### src/rtl/inst_sram_responder.sv
// Instruction SRAM-like responder: queues fetch requests, reads a 1-cycle RAM,
// answers strictly in order. Ports: inst_* handshake to master, ram_* to RAM.
module inst_sram_responder #(
  parameter int DEPTH = 4,
  parameter int LAT   = 0
) (
  input  logic        clk,
  input  logic        resetn,
  input  logic        inst_req,
  input  logic [31:0] inst_addr,
  output logic        inst_addr_ok,
  output logic        inst_data_ok,
  output logic [31:0] inst_rdata,
  output logic        ram_en,
  output logic [31:0] ram_addr,
  input  logic [31:0] ram_rdata
);

  localparam int PW  = (DEPTH > 1) ? $clog2(DEPTH) : 1;
  localparam int CW  = $clog2(DEPTH + 1);
  localparam int CW1 = CW + 1;
  localparam logic [PW-1:0] LAST  = PW'(DEPTH - 1);
  localparam logic [2:0]    WINIT = (LAT > 0) ? 3'(LAT - 1) : 3'd0;
  localparam bit            HAS_WAIT = (LAT > 0);

  typedef enum logic [1:0] {
    S_IDLE,
    S_WAIT,
    S_READ
  } state_t;

  state_t        state;
  logic [29:0]   mem [DEPTH];
  logic [PW-1:0] wr_ptr;
  logic [PW-1:0] rd_ptr;
  logic [CW-1:0] fifo_cnt;
  logic          resp_pend;
  logic [2:0]    wait_cnt;
  logic          push;
  logic          pop;
  logic [CW:0]   occ;
  logic          unused_ok;

  assign unused_ok = ^inst_addr[1:0];

  // A response in flight still holds its slot until data_ok.
  assign occ = {1'b0, fifo_cnt} + {{CW{1'b0}}, resp_pend};
  assign inst_addr_ok = occ < CW1'(DEPTH);
  assign push = inst_req && inst_addr_ok;
  assign pop  = (state == S_READ);

  assign ram_en       = pop;
  assign ram_addr     = pop ? {mem[rd_ptr], 2'b00} : 32'h0;
  assign inst_data_ok = resp_pend;
  assign inst_rdata   = resp_pend ? ram_rdata : 32'h0;

  always_ff @(posedge clk) begin
    if (push) mem[wr_ptr] <= inst_addr[31:2];
  end

  always_ff @(posedge clk or negedge resetn) begin
    if (!resetn) begin
      state     <= S_IDLE;
      wr_ptr    <= '0;
      rd_ptr    <= '0;
      fifo_cnt  <= '0;
      resp_pend <= 1'b0;
      wait_cnt  <= 3'd0;
    end else begin
      if (push) wr_ptr <= (wr_ptr == LAST) ? '0 : wr_ptr + PW'(1);
      if (pop)  rd_ptr <= (rd_ptr == LAST) ? '0 : rd_ptr + PW'(1);
      if (push && !pop)
        fifo_cnt <= fifo_cnt + CW'(1);
      else if (pop && !push)
        fifo_cnt <= fifo_cnt - CW'(1);
      resp_pend <= pop;
      unique case (state)
        S_IDLE: begin
          if (fifo_cnt != '0) begin
            if (HAS_WAIT) begin
              state    <= S_WAIT;
              wait_cnt <= WINIT;
            end else begin
              state <= S_READ;
            end
          end
        end
        S_WAIT: begin
          if (wait_cnt == 3'd0) state <= S_READ;
          else wait_cnt <= wait_cnt - 3'd1;
        end
        S_READ: begin
          // Same-cycle push is not visible yet; only older entries count.
          if (fifo_cnt > CW'(1)) begin
            if (HAS_WAIT) begin
              state    <= S_WAIT;
              wait_cnt <= WINIT;
            end else begin
              state <= S_READ;
            end
          end else begin
            state <= S_IDLE;
          end
        end
        default: state <= S_IDLE;
      endcase
    end
  end

endmodule

### config.mk
export PLATFORM = sky130hd
export DESIGN_NAME = inst_sram_responder
export DESIGN_NICKNAME = d
export VERILOG_FILES = /design/src/rtl/inst_sram_responder.sv
export SDC_FILE = /design/constraint.sdc
export NUM_CORES = 1
export LEC_CHECK = 0
export BUFFER_PORTS_ARGS = -buffer_cell sky130_fd_sc_hd__buf_4
export CORE_ASPECT_RATIO = 2
export CORE_MARGIN = 1.5
export CORE_UTILIZATION = 35
export CTS_CLUSTER_DIAMETER = 40
export CTS_CLUSTER_SIZE = 30
export DETAILED_ROUTE_END_ITERATION = 12
export GPL_TIMING_DRIVEN = 0
export SLEW_MARGIN = 30
export SYNTH_ARGS = -nofsm -noshare
export SYNTH_HDL_FRONTEND = slang
export SYNTH_SLANG_ARGS = --single-unit
### constraint.sdc
create_clock -name clk -period 4.25 [get_ports clk]
set_input_delay 0.425 -clock clk [delete_from_list [all_inputs] [get_ports clk]]
set_output_delay 0.425 -clock clk [all_outputs]
set_load 0.005 [all_outputs]
==> flow_metrics.py <==
metrics = {
    "run_status": {
        "status": "finished clean",
    },
    "yosys": {
        "synthTopCellsByArea": "edfxtp_1 (68%), mux4_2 (12%), and2_1 (7.4%)",
        "ys_ff_latch": 129,
        "synthCells": 275,
        "synth_warnings": 0,
        "syn_area_sq_um": 5331,
        "yosysTopAreaCell": "edfxtp_1",
        "ys_seq_area_frac": 0.7181,
        "synth.avg_cell_area_sq_um": 19.39,
        "ys_types": 24,
        "synth.top_cell.area_share": 0.6759,
    },
    "route": {
        "ant_nets": 0,
        "firstDrtPassIters": 4,
        "num_vias": 2982,
        "viasPerCell": 4.681,
        "drt-initial-drc-count": 106,
        "wl_mm": 11.09,
        "wl_per_cell_um": 17.42,
        "drc": 0,
    },
    "cts": {
        "clockBufferDepth": 2,
        "cts-htree-levels": 4,
        "post_cts_resized": 0,
        "clk_pin_slew_ns": 0.06,
        "clockRootBuffer": "clkbuf_16",
        "cts.sinks": 129,
        "clk_latency_ns": 0.40,
        "numCtsBuffers": 17,
        "cts_tree": "done",
    },
    "layout": {
        "n_antenna_cell": 0,
        "fill_cells": 1316,
        "areaGrowthSynthToFinish_pct": 34.66,
        "final_area_sq_um": 7179,
        "layout_common_cells": "buf_4 (131), edfxtp_1 (120), and2_1 (63)",
        "final_common_cell": "buf_4",
        "nNetsFinal": 506,
        "drive_above_1_share": 0.4615,
    },
    "worst_setup_path": {
        "worst_setup_path_end_kind": "output port",
        "critPathKind": "flop to output port",
        "crit_required_ns": 3.83,
        "cp-start-kind": "flop",
        "critPathArrivalTime_ns": 1.94,
        "cp_max_fo": 10,
    },
    "grt": {
        "grt_pass1_vias": 3226,
        "grt_usage": 0.1478,
        "antenna_found_initial": 0,
        "grt_max_degree": 20,
        "grt_pass1_wl_mm": 17.08,
        "gr-total-overflow": 0,
    },
    "pwr": {
        "power.share.switching": 0.2800,
        "seq_power_share": 0.367,
        "p_comb_frac": 0.367,
        "powerDensity_nw_per_um2": 640.8,
        "power_leakage_nw": 2.713,
        "ir_worst_vdd_mv": 0.3397,
        "internal_power_mw": 3.312,
        "power.switching_mw": 1.288,
        "p_clk_frac": 0.267,
        "total_power_mw": 4.600,
    },
    "place": {
        "placedInstanceArea_sq_um": 6663,
        "place.gp.congestion": 0.7232,
        "dp_hpwl_mm": 8.038,
        "place_ws_ns": 2.242,
        "io_buffer_count": 129,
    },
    "sta": {
        "finalHoldViolCount": 0,
        "fin_crit_sh": 0.5559,
        "setup_tns_ns": 0,
        "fin_ws_ns": 1.888,
        "finalClockSkew_ns": 0.007475,
        "rsz0062_at_grt": "false",
        "fin_crit_ns": 2.362,
        "slew_viol_final": 0,
        "finalSetupViolations": 0,
        "fmax_ghz": 0.4233,
    },
    "hold_path": {
        "hp-class": "input port to flop",
    },
    "floorplanning": {
        "pin_count": 134,
        "die_x_um": 90.27,
        "rows": 63,
        "die_h_um": 177.5,
        "core_area_sq_um": 14820,
        "die_area_sq_um": 16030,
        "start_util": 0.3598,
    },
    "run": {
        "cap_violations": 0,
    },
}
-- routing by layer --
| metal | up-vias | GRT usage | routed length (um) |
|---|---|---|---|
| met3 | 14 | 0.03428 | 543 |
| met1 | 1489 | 0.1333 | 3638 |
| li1 | 1364 | - | - |
| met4 | 0 | 0.07275 | 251 |
| met5 | - | 0 | 0 |
| met2 | 115 | 0.2977 | 6661 |
-- cell usage after synthesis, drive strengths merged --
cell type and number:
dfrtp 9, o21ai 1, a31oi 1, inv 5
mux2i 1, a211o 1, xnor2 1, and3 4
a21oi 1, conb 1, mux4 30, buf 9
xor2 2, and2 63, mux2 4, nor2 4
clkbuf 7, edfxtp 120, ha 10, nand2 1
-- logic make-up (layout without fill, tap and decap cells) --
family                     Yosys count  in the layout  synth area share
DFF                                129            129            0.7181
adders and majority gates           10             10           0.02347
xor gates and xnor gates             3              3          0.004929
other                                1              2         0.0007034
and+or+nand+nor                     72             72           0.08214
buffers and inverters               21            187           0.02746
AOI/OAI and AO/OA                    4              4          0.004693
muxes                               35             35            0.1385
-- state kept, by name (all words and copies together) (netlist names) --
register / cells
inst_data_ok: 1
rd_ptr: 2
mem: 120
fifo_cnt: 3
state: 1
wr_ptr: 2
-- critical path, cell delays in order (launching register included) --
cell and delay, ns:
dfrtp_1 0.37, buf_6 0.16, buf_12 0.16, mux4_2 0.49
and2_1 0.20, buf_4 0.14
-- power by group through the flow --
| stage | clock [mW] | sequential [mW] | combinational, mW |
|---|---|---|---|
| 6_report | 1.23 | 1.69 | 1.69 |
| 5_1_grt | 1.30 | 1.71 | 1.85 |
| 4_1_cts | 1.25 | 1.69 | 1.74 |
| 3_5_place_dp | 0 | 1.72 | 1.73 |
| 3_3_place_gp | 0 | 1.71 | 1.66 |
| 2_1_floorplan | 0 | 1.69 | 0.964 |
-- per-stage QoR --
stage | hold slack, ns | cells | utilization
after floorplan | 0.1294 | 276 | -
after CTS | 0.1954 | 637 | 0.4845
after global placement | 0.2592 | 600 | 0.4418
after detailed placement | 0.2641 | 604 | 0.4496
final | 0.2183 | 637 | 0.4845
after global routing | 0.2022 | 637 | 0.4845
-- cell type report --
cell class	count	area, sq um	area share
clock buffer	20	436.7	0.06082
buffer	16	127.6	0.01778
timing repair buffer	134	1089	0.1516
clock inverter	12	70.07	0.009759
sequential	129	3829	0.5333
inverter	5	18.77	0.002614
multi-input combinational	126	1365	0.1901
tap	195	244.0	0.03398
-- final timing paths --
check | cells after the start | start | end | slack [ns]
worst max register to register | 3 | fifo_cnt[0]$_DFFE_PN0P_ | mem[3][22]$_DFFE_PP_ | 2.31
max in group asynchronous | 2 | resetn | wr_ptr[0]$_DFFE_PN0P_ | 3.73
worst min register to register | 0 | state[1]$_DFFE_PN0P_ | inst_data_ok$_DFF_PN0_ | 0.41
min in group asynchronous | 2 | resetn | inst_data_ok$_DFF_PN0_ | 0.38
worst min-delay path | 1 | inst_addr[8] | mem[2][6]$_DFFE_PP_ | 0.22
worst max-delay path | 5 | rd_ptr[0]$_DFFE_PN0P_ | ram_addr[21] | 1.89
-- what timing repair did --
action / 4_1_cts / 5_1_grt
hold buffers: 1 / 0
hold endpoints to repair: 9 / 0
buffers inserted: 0 / 0
(Power assumes the default switching activity.)
